==> src/rtl/mem_port_arbiter.sv <==
// mem_port_arbiter
//   Shares the single data RAM between the CPU MEM stage (port 0) and a
//   debug/loader port (port 1). One RAM access is issued per cycle and read
//   data is returned to the issuing port one cycle later. The CPU is stalled
//   whenever it requests and does not get the RAM.
//
//   Arbitration: a lone requester wins. On contention the CPU wins until the
//   debug port has been denied MAX_WAIT consecutive requesting cycles, after
//   which the debug port wins once.
//
//   Optional build macro MEM_ARB_LOCK_EN: the debug port can hold the RAM
//   with dbg_lock_i once it has been granted. Without the macro dbg_lock_i
//   is ignored.
//
// Ports
//   clk_i, rst_i               clock, synchronous active-low reset
//   cpu_req/we/addr/wdata/wid  CPU request fields (held until granted)
//   cpu_gnt_o, cpu_stall_o     CPU grant this cycle, CPU stall
//   cpu_rvalid_o, cpu_rdata_o  CPU read response
//   dbg_req/we/addr/wdata/wid  debug request fields (held until granted)
//   dbg_lock_i                 debug bus lock (MEM_ARB_LOCK_EN only)
//   dbg_gnt_o                  debug grant this cycle
//   dbg_rvalid_o, dbg_rdata_o  debug read response
//   ram_en/ewr/addr/wdata/wid  RAM request, driven by the granted port
//   ram_rdata_i                RAM read data, valid the cycle after a read

module mem_port_arbiter #(
    parameter int unsigned ADDR_WIDTH = 16,
    parameter int unsigned DATA_WIDTH = 64,
    parameter int unsigned WID_WIDTH  = 3,
    parameter int unsigned MAX_WAIT   = 8
) (
    input  logic                  clk_i,
    input  logic                  rst_i,

    input  logic                  cpu_req_i,
    input  logic                  cpu_we_i,
    input  logic [ADDR_WIDTH-1:0] cpu_addr_i,
    input  logic [DATA_WIDTH-1:0] cpu_wdata_i,
    input  logic [WID_WIDTH-1:0]  cpu_wid_i,
    output logic                  cpu_gnt_o,
    output logic                  cpu_stall_o,
    output logic                  cpu_rvalid_o,
    output logic [DATA_WIDTH-1:0] cpu_rdata_o,

    input  logic                  dbg_req_i,
    input  logic                  dbg_we_i,
    input  logic [ADDR_WIDTH-1:0] dbg_addr_i,
    input  logic [DATA_WIDTH-1:0] dbg_wdata_i,
    input  logic [WID_WIDTH-1:0]  dbg_wid_i,
    input  logic                  dbg_lock_i,
    output logic                  dbg_gnt_o,
    output logic                  dbg_rvalid_o,
    output logic [DATA_WIDTH-1:0] dbg_rdata_o,

    output logic                  ram_en_o,
    output logic                  ram_ewr_o,
    output logic [ADDR_WIDTH-1:0] ram_addr_o,
    output logic [DATA_WIDTH-1:0] ram_wdata_o,
    output logic [WID_WIDTH-1:0]  ram_wid_o,
    input  logic [DATA_WIDTH-1:0] ram_rdata_i
);

    typedef enum logic {
        PORT_CPU = 1'b0,
        PORT_DBG = 1'b1
    } port_e;

    localparam logic [7:0] MAX_WAIT_C = 8'(MAX_WAIT);

    logic [7:0] wait_cnt;
    logic       resp_valid;
    port_e      resp_port;
    logic       cpu_gnt;
    logic       dbg_gnt;
    logic       locked;

`ifdef MEM_ARB_LOCK_EN
    logic lock_owner;

    // Qualifying with dbg_lock_i releases the lock in the very cycle the
    // debug port drops it, so normal arbitration applies in that cycle.
    assign locked = lock_owner & dbg_lock_i;

    always_ff @(posedge clk_i) begin
        if (!rst_i) begin
            lock_owner <= 1'b0;
        end else if (dbg_gnt && dbg_lock_i) begin
            lock_owner <= 1'b1;
        end else if (!dbg_lock_i) begin
            lock_owner <= 1'b0;
        end
    end
`else
    logic unused_lock;
    assign unused_lock = dbg_lock_i;
    assign locked      = 1'b0;
`endif

    // Grant decision: combinational from current requests and registered state.
    always_comb begin
        cpu_gnt = 1'b0;
        dbg_gnt = 1'b0;
        if (rst_i) begin
            if (locked) begin
                dbg_gnt = dbg_req_i;
            end else if (cpu_req_i && dbg_req_i) begin
                if (wait_cnt >= MAX_WAIT_C) begin
                    dbg_gnt = 1'b1;
                end else begin
                    cpu_gnt = 1'b1;
                end
            end else begin
                cpu_gnt = cpu_req_i;
                dbg_gnt = dbg_req_i;
            end
        end
    end

    // Issue path: granted port's fields onto the RAM, zero when idle.
    always_comb begin
        ram_en_o    = cpu_gnt | dbg_gnt;
        ram_ewr_o   = 1'b0;
        ram_addr_o  = '0;
        ram_wdata_o = '0;
        ram_wid_o   = '0;
        if (cpu_gnt) begin
            ram_ewr_o   = cpu_we_i;
            ram_addr_o  = cpu_addr_i;
            ram_wdata_o = cpu_wdata_i;
            ram_wid_o   = cpu_wid_i;
        end else if (dbg_gnt) begin
            ram_ewr_o   = dbg_we_i;
            ram_addr_o  = dbg_addr_i;
            ram_wdata_o = dbg_wdata_i;
            ram_wid_o   = dbg_wid_i;
        end
    end

    // Response path: independent of the issue path.
    always_comb begin
        cpu_rvalid_o = rst_i & resp_valid & (resp_port == PORT_CPU);
        dbg_rvalid_o = rst_i & resp_valid & (resp_port == PORT_DBG);
        cpu_rdata_o  = cpu_rvalid_o ? ram_rdata_i : '0;
        dbg_rdata_o  = dbg_rvalid_o ? ram_rdata_i : '0;
    end

    assign cpu_gnt_o   = cpu_gnt;
    assign dbg_gnt_o   = dbg_gnt;
    assign cpu_stall_o = cpu_req_i & ~cpu_gnt;

    always_ff @(posedge clk_i) begin
        if (!rst_i) begin
            wait_cnt   <= '0;
            resp_valid <= 1'b0;
            resp_port  <= PORT_CPU;
        end else begin
            if (dbg_gnt) begin
                wait_cnt <= '0;
            end else if (dbg_req_i && (wait_cnt != 8'hFF)) begin
                wait_cnt <= wait_cnt + 8'd1;
            end
            resp_valid <= ram_en_o & ~ram_ewr_o;
            resp_port  <= dbg_gnt ? PORT_DBG : PORT_CPU;
        end
    end

endmodule

==> config.mk <==
export PLATFORM = sky130hd
export DESIGN_NAME = mem_port_arbiter
export DESIGN_NICKNAME = d
export VERILOG_FILES = /design/src/rtl/mem_port_arbiter.sv
export SDC_FILE = /design/constraint.sdc
export NUM_CORES = 1
export LEC_CHECK = 0
export CORE_AREA = 2 2 179 181
export DETAILED_ROUTE_END_ITERATION = 6
export DIE_AREA = 0 0 181 183
export GPL_TIMING_DRIVEN = 0
export REMOVE_ABC_BUFFERS = 1
export SYNTH_ARGS = -nofsm -noshare
export SYNTH_HDL_FRONTEND = slang
export SYNTH_SLANG_ARGS = --single-unit
==> constraint.sdc <==
create_clock -name clk_i -period 3.75 [get_ports clk_i]
set_clock_uncertainty 0.15 [all_clocks]
set_input_delay 0.375 -clock clk_i [delete_from_list [all_inputs] [get_ports clk_i]]
set_output_delay 0.375 -clock clk_i [all_outputs]
set_load 0.02 [all_outputs]
== Word level (Yosys, flattened, before mapping) ==
Cells that the tools add are included.

* Register bits: 10
* Input bits: 237

* Add/sub/neg operators: 1
* $lt $le $gt $ge: 1
* Equal/unequal tests: 1
* Mux-type cells: 17
* Bitwise logic cells: 10
* Reductions and logical operators: 3

{| class="wikitable"
|+ Operator list
! operator !! number
|-
| 64-bit 2-to-1 mux || 4
|-
| 16-bit 2-to-1 mux || 2
|-
| 1-bit 2-to-1 mux || 9
|-
| 8-bit by 1-bit adder with 8-bit output (second input constant) || 1
|-
| 8-bit by 4-bit greater-or-equal comparator with 1-bit output (second input constant) || 1
|-
| 8-bit != test (second input constant) || 1
|-
| 3-bit 2-to-1 mux || 2
|-
| 1-bit bitwise AND || 5
|-
| 1-bit NOT || 4
|-
| 1-bit logical AND || 2
|-
| 2-bit OR reduction || 1
|-
| 1-bit OR || 1
|}

== Longest topological paths before layout ==
* Depth in word-level cells: 8
* Depth in mapped cells: 7

== Worst setup path after synthesis ==
Ideal clock, no wire load.

* Kind: reg-to-output
* Start point: register wait_cnt[3]
* End point: output ram_addr_o[10]
* Data arrival time: 1.758 ns
* Required time: 3.225 ns
* Setup slack: 1.467 ns
* Stages on the path, launching flop included: 7
* Path buffers: 3
* Cell sequence: dfxtp_1 > or4_1 > buf_2 > buf_6 > clkbuf_1 > nor3_1 > o31a_1

* Longest elaborated chain between the ends: 6

{| class="wikitable"
|+ Ends and longest elaborated chain
! element !! RTL line !! text
|-
| start, declared || 71 || <nowiki>logic [7:0] wait_cnt;</nowiki>
|-
| start signal, assigned || 161 || <nowiki>wait_cnt <= wait_cnt + 8'd1;</nowiki>
|-
| 8-bit by 4-bit greater-or-equal comparator with 1-bit output * || 108 || <nowiki>if (wait_cnt >= MAX_WAIT_C) begin</nowiki>
|-
| 1-bit 2-to-1 mux || 108 ||
|-
| 1-bit 2-to-1 mux || 107 || <nowiki>end else if (cpu_req_i && dbg_req_i) begin</nowiki>
|-
| 1-bit 2-to-1 mux || 104 || <nowiki>if (rst_i) begin</nowiki>
|-
| 16-bit 2-to-1 mux || 132 || <nowiki>end else if (dbg_gnt) begin</nowiki>
|-
| 16-bit 2-to-1 mux * || 127 || <nowiki>if (cpu_gnt) begin</nowiki>
|-
| end, declared || 58 || <nowiki>output logic [ADDR_WIDTH-1:0] ram_addr_o,</nowiki>
|}

Mark *: on every way between the ends. The rest lies on a longest branch, timed or not.

== Worst setup path in the final report ==
* Start point: register wait_cnt[3]
* End point: output ram_addr_o[3]

Same word-level chain as after synthesis.

==> flow_summary.ini <==
[worst_setup_path]
r2r_cells = 4
crit_arrival_ns = 3.02
crit_chain = or4_4 -> buf_16 -> nor3_1 -> o31a_1 -> clkdlybuf4s50_1
startpoint = wait_cnt[3]
slowest_delay_ns = 0.88
crit_family = simple AND/OR/NAND/NOR gates
crit_cells = 5
required_ns = 3.22
path_buf_inv = 2
start_kind = flop
reg2reg_from = wait_cnt[3]
r2r-end = resp_valid
slowest_stage = or4_4
crit_fanout = 93
end_kind = primary output
critPathKind = reg2out
r2r_setup_slack_ns = 1.29
endpoint = ram_addr_o[3]

[timing]
hold_viol = 0
hold_slack_ns = 0.406
drv_slew = 0
period_needed_ns = 3.55
max_freq_mhz = 282
maxSlewHeadroom_pct = 40.5
rsz0062_at_grt = false
setup_viol = 0
worst_pin_slew_ns = 0.893
fin_ws_ns = 0.205
fin_crit_sh_pct = 94.5

[drt]
drtAntennaViolNets = 0
wl_um = 26900
drt_iter0_drc = 347
vias = 7184
drt_first_pass_iters = 6
drc_errors = 0
post_drt_wl_per_cell_um = 17.2
avgViaCountPerCell = 4.60

[synth]
synth_cell_types = 33
async_flop_share_pct = 0
ys_warn_count = 0
synth_edf_count = 0
ys_seq_area_share_pct = 4.43
netlist.area_leader.share_pct = 17.7
yosysMostFrequentCell = nand2_1
netlist_area_um2 = 4520
synth_top_cell_by_area = and2_1
synth_seq_cells = 10
synthTopCellsByCount = 170 x nand2_1, 128 x and2_1, 88 x nor3_1
yosys-top-cells-area = and2_1 18%, o31a_1 16%, nand2_1 14%
syn-instance-count = 787
syn-mean-instance-area_um2 = 5.75
synth_top_flop_cell = dfxtp_1

[run]
cap_violations = 0

[clock_tree]
cts_tree = built
htreeDepth = 1
clk_pin_slew_ns = 0.04
cts_root_buf = clkbuf_16
cts_buffers = 3
cts_sinks = 10
clk_latency_ns = 0.24
clock_path_buffers = 2

[power]
combPwrFrac_pct = 74.8
power_density_nw_per_um2 = 124
peakVddDrop_mv = 0.134
p_int_uw = 722
p_sw_uw = 457
clock_power_share_pct = 15.8
leakagePower_nw = 3.29
total_power_mw = 1.18
p_seq_share_pct = 9.4
p_sw_share_pct = 38.8

[global_routing]
antenna_found_initial = 5
grt_pass1_wl_um = 39400
grt.total_usage_pct = 15.0
grt_overflow_total = 0
first_global_vias = 6855
grt_start_max_net_pins = 115

[floorplan]
core-area_um2 = 31200
die_h_um = 183
die_w_um = 181
ioPinCount = 455
start_util_pct = 14.5
num_rows = 65
die_area_um2 = 33100

[worst_hold_path]
hold_class = reg2reg
hold_path_depth = 1

[placement]
post-place-ws_ns = 0.287
place_hpwl_um = 21300
gp_congestion = 0.833
dpl.cell_count = 1557
io_buffer_count = 453

[finish]
fin_util_pct = 30.4
stdcell_count = 1563
drive_above_1_share_pct = 1.64
nNetsFinal = 1399
fill_cells = 3447
syn_to_final_growth_pct = 110

[status]
status = finished, final reports clean
==> sequential cells by signal, indices dropped and copies added, names as in the netlist <==
name        count
resp_port       1
resp_valid      1
wait_cnt        8
==> routing by layer <==
| layer | track usage (%) | wire length (µm) |
|---|---|---|
| met1 | 17.0 | 10500 |
| met2 | 27.5 | 13400 |
| met3 | 3.59 | 2200 |
| met4 | 5.24 | 828 |
| met5 | 0 | 0 |
==> power by group through the flow <==
stage               Sequential, mW  Clock (mW)  Combinational (mW)
floorplan                    0.112           0               0.330
finish                       0.111       0.186               0.882
global route                 0.111       0.194               0.943
detailed placement           0.113           0               0.884
global placement             0.112           0               0.885
CTS                          0.111       0.189               0.889
==> area by class of cell <==
class | count | area (µm²) | share of cell area [%]
tap | 402 | 503 | 5.30
clock buffer | 3 | 75.1 | 0.791
antenna | 3 | 7.51 | 0.0791
sequential | 10 | 200 | 2.11
inverter | 3 | 11.3 | 0.119
multi-input combinational | 681 | 3980 | 41.9
timing repair buffer | 461 | 4720 | 49.7
==> layout by cell type (no fill, tap or decap) <==
cell type,synthesis,final
a211oi_1,2,2
a21boi_0,1,1
a21oi_1,4,4
a31oi_1,2,2
a41oi_1,1,1
and2_1,128,128
and3_1,2,1
and3_2,0,1
and4_1,2,2
buf_12,0,4
buf_16,0,4
buf_4,0,2
buf_6,1,1
clkbuf_16,0,3
clkdlybuf4s50_1,0,450
dfxtp_1,10,10
diode_2,0,3
ha_1,2,2
inv_1,3,3
nand2_1,170,170
nand2b_4,0,1
nand3_1,3,3
nand4_1,3,3
nor2_1,7,6
nor2_4,0,1
nor2b_1,86,85
nor2b_4,0,1
nor3_1,88,88
nor3b_1,1,1
nor4_1,1,1
o211a_1,1,1
o211ai_1,2,2
o21a_1,1,1
o21ai_1,0,1
o22a_1,2,2
o22ai_1,84,84
o31a_1,84,84
or4_4,0,1
or4b_1,1,1
==> stage by stage <==
stage / area [µm²] / TNS [ns]
2_1_floorplan: 4160 / -37.67
3_3_place_gp: 9200 / -1055.34
3_5_place_dp: 9410 / 0
4_1_cts: 9490 / 0
5_1_grt: 9490 / 0
6_report: 9500 / 0
==> cells by family (layout without fill, tap and decap cells) <==
kind of cell / count (synthesis) / count (layout) / share of synthesized area, %
and+or+nand+nor: 494 / 494 / 56.3
AOI/OAI and AO/OA: 185 / 185 / 30.5
buffers and inverters: 96 / 467 / 8.22
DFF: 10 / 10 / 4.43
adders and majority gates: 2 / 2 / 0.553
other: 0 / 3 / 0
==> what timing repair did <==
action                                  CTS  global route
endpoints found under the setup margin    0             2
gates resized for setup                   0             1
endpoints found under the hold margin     0             0
buffers inserted                          0             0
hold buffers                              0             0
==> worst reg2reg max path, cell delays in order (launching register included) <==
cell     delay [ns]
dfxtp_1        0.35
or4_4          0.89
buf_16         0.35
or4b_1         0.52
a31oi_1        0.13
==> worst min-delay path by stage <==
stage | from | end | slack (ns)
floorplan | wait_cnt[6] | wait_cnt[6] | 0.35
global placement | wait_cnt[6] | wait_cnt[6] | 0.37
detailed placement | wait_cnt[6] | wait_cnt[6] | 0.39
CTS | wait_cnt[6] | wait_cnt[6] | 0.40
global route | wait_cnt[3] | wait_cnt[3] | 0.45
finish | wait_cnt[6] | wait_cnt[6] | 0.41
Power figures use the tool's default switching activity.
